<file path="src/rtl/wb_sequencer.sv">
// Write-back beat sequencer: splits base-writeback loads into two register writes.
// Latency: one cycle from write-back inputs to registered write/forward/PC_WR outputs.
// Backpressure: STALL (combinational) holds upstream for exactly one cycle per multi-beat op.
//
// Ports
//   CLK, RST_N        : single rising-edge clock, asynchronous active-low reset
//   WB_VALID, OPCODE  : instruction present in write-back and its 32-bit word
//   COND_PASS         : condition field evaluated true
//   WB_CTL            : [2] forward data select, [1] write data select, [0] register write
//   ALU_RES, MEM_DAT  : candidate write / forward data
//   GCnt              : current beat index, fed back to write-back control decode
//   STALL             : hold upstream stages while the first beat of a multi-beat op retires
//   REG_WE/WADDR/WDAT : registered register-file write port
//   FWD_VALID/ADDR/DAT: registered forwarding bus
//   PC_WR             : registered one-cycle pulse when R15 is written (pipeline flush)
module wb_sequencer (
    input  logic        CLK,
    input  logic        RST_N,
    input  logic        WB_VALID,
    input  logic [31:0] OPCODE,
    input  logic        COND_PASS,
    input  logic [2:0]  WB_CTL,
    input  logic [31:0] ALU_RES,
    input  logic [31:0] MEM_DAT,
    output logic        GCnt,
    output logic        STALL,
    output logic        REG_WE,
    output logic [3:0]  REG_WADDR,
    output logic [31:0] REG_WDAT,
    output logic        FWD_VALID,
    output logic [3:0]  FWD_ADDR,
    output logic [31:0] FWD_DAT,
    output logic        PC_WR
);

    typedef enum logic {
        B0 = 1'b0,
        B1 = 1'b1
    } beat_e;

    beat_e state;

    logic        ls_class;
    logic        mb;
    logic        we_eff;
    logic [3:0]  sel_addr;
    logic [31:0] sel_wdat;
    logic [31:0] sel_fdat;

    // Opcode bits that the sequencer never looks at.
    logic unused_opcode_bits;
    assign unused_opcode_bits = ^{OPCODE[31:28], OPCODE[25:20], OPCODE[11:0]};

    // Load/store class: the only class that can carry a second (base) write.
    assign ls_class = (OPCODE[27:26] == 2'b01);

    // An instruction only becomes multi-beat if it will actually execute.
    assign mb = WB_VALID & COND_PASS & ls_class;

    assign we_eff = WB_VALID & COND_PASS & WB_CTL[0];

    // Beat 1 of a load/store writes the base register Rn; everything else writes Rd.
    assign sel_addr = (ls_class && (state == B1)) ? OPCODE[19:16] : OPCODE[15:12];

    assign sel_wdat = WB_CTL[1] ? MEM_DAT : ALU_RES;
    assign sel_fdat = WB_CTL[2] ? MEM_DAT : ALU_RES;

    assign GCnt = (state == B1);

    // Stall only while the first beat retires; gated by reset so it cannot leak
    // out while the sequencer is held in reset with live upstream inputs.
    assign STALL = RST_N & (state == B0) & mb;

    always_ff @(posedge CLK or negedge RST_N) begin
        if (!RST_N) begin
            state     <= B0;
            REG_WE    <= 1'b0;
            REG_WADDR <= 4'h0;
            REG_WDAT  <= 32'h0;
            FWD_VALID <= 1'b0;
            FWD_ADDR  <= 4'h0;
            FWD_DAT   <= 32'h0;
            PC_WR     <= 1'b0;
        end else begin
            case (state)
                B0:      state <= mb ? B1 : B0;
                // Second beat always completes in one cycle, even if the
                // instruction was withdrawn.
                B1:      state <= B0;
                default: state <= B0;
            endcase

            REG_WE    <= we_eff;
            REG_WADDR <= sel_addr;
            REG_WDAT  <= sel_wdat;
            FWD_VALID <= we_eff;
            FWD_ADDR  <= sel_addr;
            FWD_DAT   <= sel_fdat;
            PC_WR     <= we_eff & (sel_addr == 4'hF);
        end
    end

endmodule

</file>
<file path="config.mk">
export PLATFORM = sky130hd
export DESIGN_NAME = wb_sequencer
export DESIGN_NICKNAME = d
export VERILOG_FILES = /design/src/rtl/wb_sequencer.sv
export SDC_FILE = /design/constraint.sdc
export NUM_CORES = 1
export LEC_CHECK = 0
export BUFFER_PORTS_ARGS = -buffer_cell sky130_fd_sc_hd__buf_2
export CAP_MARGIN = 20
export CORE_UTILIZATION = 45
export DETAILED_ROUTE_END_ITERATION = 8
export PLACE_DENSITY = 0.95
export SLEW_MARGIN = 20
export SYNTH_ARGS = -nofsm -noshare
export SYNTH_HDL_FRONTEND = slang
export SYNTH_SLANG_ARGS = --single-unit
</file>
<file path="constraint.sdc">
create_clock -name CLK -period 1.7 [get_ports CLK]
set_input_delay 0.17 -clock CLK [delete_from_list [all_inputs] [get_ports CLK]]
set_output_delay 0.17 -clock CLK [all_outputs]
set_load 0.02 [all_outputs]
</file>
After elaboration in Yosys (flattened, before gate mapping)
Index checks and enable logic that the tools add are counted.
{"block": "word_totals", "word_cells": 21, "input_bits": 103, "register_bits": 71}
{"block": "op_classes", "n_mux": 5, "n_eq_ne": 2, "n_bitwise": 7, "reduce_logical": 1}
{"op": "2-to-1 mux 32 bit", "count": 2}
{"op": "bitwise AND 1 bit", "count": 6}
{"op": "== test 4 bit, second input constant", "count": 1}
{"op": "2-to-1 mux 4 bit", "count": 1}
{"op": "== test 2 x 1 -> 1 bit, second input constant", "count": 1}
{"op": "case mux 1 bit (2 select lines)", "count": 1}
{"op": "logical AND 1 bit", "count": 1}
{"op": "2-to-1 mux 1 bit", "count": 1}
{"op": "NOT 1 bit", "count": 1}

Depth between registers and ports, before layout
{"block": "depth", "word_depth": 5, "mapped_depth": 3, "ltp_nobuf": 3}

Least setup slack after synthesis
Ideal clock, no wire load.
{"block": "synth_timing", "kind": "register to register", "from": "register state, in the netlist GCnt", "to": "register PC_WR", "setup_ns": 0.122, "t_arrival_ns": 1.065, "path_stages_with_launch": 4, "t_required_ns": 1.578, "period_less_slack_ns": 1.186, "slack_ns": 0.514, "cell_sequence": "dfrtp_1 nand3b_4 mux2_4 o2111a_1"}
{"block": "synth_via", "elab_chain_cells": 4}
{"element": "from (decl)", "line": "41", "source": "beat_e state;"}
{"element": "from (signal assigned)", "line": "86", "source": "B0: state <= mb ? B1 : B0;"}
{"element": "logical AND 1 bit", "line": "63", "source": "assign sel_addr = (ls_class && (state == B1)) ? OPCODE[19:16] : OPCODE[15:12];"}
{"element": "2-to-1 mux 4 bit", "line": "63"}
{"element": "via sel_addr[2]", "line": "46", "source": "logic [3:0] sel_addr;"}
{"element": "== test 4 bit", "line": "99", "source": "PC_WR <= we_eff & (sel_addr == 4'hF);"}
{"element": "bitwise AND 1 bit", "line": "99"}
{"element": "to (signal assigned)", "line": "99"}
{"element": "to (decl)", "line": "33", "source": "output logic PC_WR"}
The timed path passes the listed nets, and every way through them passes these cells.

Final worst setup path
{"block": "layout_timing", "from": "register state, in the netlist GCnt", "to": "output port STALL"}
{"block": "layout_via", "elab_chain_cells": 3}
{"element": "NOT 1 bit", "line": "72", "source": "assign STALL = RST_N & (state == B0) & mb;"}
{"element": "bitwise AND 1 bit (2 in a row)", "line": "72"}
{"element": "to (decl)", "line": "26", "source": "output logic STALL,"}
Every way passes these cells.

==> metrics <==
CP Capture Type primary output; fillers 425; xor/xnor share of the synthesized area 0; Worst setup SP type flop; Worst-path clk slew roughly 70 ps; WS Path Type flop to primary output; maxcap violations 0; WL final between 5000 and 6000 µm; cells after synthesis 161; vias in the first global route 2027; Final Max Slew Viols 0; Syn Area/Cell ~17 µm²; core region area roughly 0.0057 mm²; post-synthesis mux area share 0.2849; placed cells 380; TritonCTS Buffers 9; # diodes 0; critical path arrival 1170 ps; Worst Path Max Fanout 3; post-synthesis compound-gate area fraction 0.004149; Tcrit/Tclk final 0.7890; Setup Fix Bufs, Post-CTS 0; f_max about 0.75 GHz; Layout area overhead 39.23%; synth unique cells 14; Rows 27; worst skew pair latency 320 ps; Chip Width around 80 µm; Leak between 0.0015 and 0.002 µW; clk buf depth 2; worst slew pin tran 359.2 ps; crit path time final between 1000 and 1500 ps; Worst Clk Skew 1.984 ps; initial antenna violation count 0; leading cell type in the layout, fill and taps excluded buf_2; Hold Vio Cnt, Final 0; root buffer cell clkbuf_8; clk sink count between 70 and 80; drt wl/cell between 10 and 15 µm; synthesized cell area between 0.002 and 0.003 mm²; Total GRT Usage 0.1948; die area 0.006346 mm²; CP required between 1500 and 2000 ps; TritonRoute pass-1 iters 4; Synth Area in Simple Gates 0.02213; PwrDens ~1000 mW/mm²; TNS Setup 0 ps; DR vias between 1500 and 2000; worst hold path type primary input to flop; share of layout cells above drive strength 1 0.7407; total gr overflow 0; final std cells w/o fill between 300 and 400; placer congestion estimate a little over 0.7; Worst slew margin 0.7605; largest net degree at the start of global routing 72; Post-Synth Adder-Cell Area 0; Seq cells post-synth approximately 70; Residual DRC 0; Max rail drop VDD 0.5683 mV; Hold Path Depth 2; Final ANT Viol Nets 0; first-pass GRT wire length ~9100 µm; CTS tree built; Synth warnings 0; Die Height approximately 80 µm; Nets between 400 and 500; status finished, final reports clean; initial core utilization 0.4782; io pins 180; commonest non-fill, non-tap cells in the layout buf_2, dfrtp_1, mux2_2, clkbuf_8, mux2_1; register area share after synthesis 0.6547; Worst R2R Path Depth 3; Iter 0 DRT Violations 45; htree depth 3; largest family of logic cells by synthesized area multiplexers; RSZ-0062 raised after global routing false; PortBufs ~160; Mapped Nets roughly 260; DR vias/cell approximately 4.9; Finish-stage setup viols 0
## cell type report
| cell class | instances | area (µm²) | share of cell area |
|---|---|---|---|
| tap | 72 | 90.09 | 0.02384 |
| timing repair buffer | 161 | 855.8 | 0.2265 |
| clock inverter | 4 | 70.07 | 0.01854 |
| multi-input combinational | 77 | 844.6 | 0.2235 |
| sequential | 71 | 1777 | 0.4702 |
| clock buffer | 11 | 141.4 | 0.03742 |
## critical path: stages, from the launching register on
cell and delay (ps):
dfrtp_1 420, nor2_1 140, and2_1 130, buf_2 160
## metal layers
| metal | global-route usage | vias up | share of wire | wire (µm) |
|---|---|---|---|---|
| li1 | - | 874 | - | - |
| met1 | 0.2046 | 943 | 0.37 | 2160 |
| met2 | 0.3615 | 97 | 0.55 | 3231 |
| met3 | 0.04457 | 10 | 0.066 | 389 |
| met4 | 0.09455 | 0 | 0.016 | 95 |
| met5 | 0 | - | 0 | 0 |
## sequential cells by signal, indices dropped and copies added (netlist names)
register / cells
PC_WR: 1
REG_WDAT: 32
FWD_VALID: 1
GCnt: 1
FWD_DAT: 32
FWD_ADDR: 4
## cells by family after synthesis
| family | count (synthesis) |
|---|---|
| and+or+nand+nor | 8 |
| muxes | 68 |
| DFF | 71 |
| buffers and inverters | 13 |
| AOI/OAI and AO/OA | 1 |
## cells in the mapped netlist
master,instances,area (µm²)
and2_1,1,6.260
nor2_1,2,7.510
o2111a_1,1,11.26
buf_4,11,82.58
and3_1,1,6.260
clkbuf_2,2,10.01
mux2_1,4,45.04
dfrtp_1,71,1777
mux2_4,2,30.03
nand4b_1,1,8.760
nand2_1,1,3.750
mux2_2,62,698.2
nand3b_4,1,20.02
and3_2,1,7.510
## per-stage QoR
step	hold slack [ps]	setup WS [ps]	total power, µW	util	instance area, µm²
floorplan	-125.6	513.7	2227	-	2714
global placement	260.1	611.6	2498	0.6268	3557
detailed placement	272.4	571.2	2527	0.6268	3557
CTS	55.10	322.7	3958	0.6658	3779
global route	68.15	264.7	4059	0.6658	3779
finish	80.71	358.6	3904	0.6658	3779
## report_power, final
group | switching (µW) | internal (µW)
Sequential | 32.0 | 1810
Clock | 562 | 854
Combinational | 362 | 283
Total | 957 | 2950
## worst paths after layout
| path | slack (ps) | startpoint | to |
|---|---|---|---|
| max | 360 | GCnt$_DFF_PN0_ | STALL |
| min | 80 | ALU_RES[9] | REG_WDAT[9]$_DFF_PN0_ |
| max reg2reg | 570 | GCnt$_DFF_PN0_ | PC_WR$_DFF_PN0_ |
| min reg2reg | 530 | GCnt$_DFF_PN0_ | GCnt$_DFF_PN0_ |
| max in group asynchronous | 960 | RST_N | FWD_ADDR[2]$_DFF_PN0_ |
| min in group asynchronous | 460 | RST_N | FWD_DAT[8]$_DFF_PN0_ |
## repair_timing
item	in CTS	in global routing
hold buffers	1	0
resized for setup	0	0
endpoints found under the hold margin	71	0
endpoints found under the setup margin	0	0
Note: power is estimated with default switching activity, not from simulation.
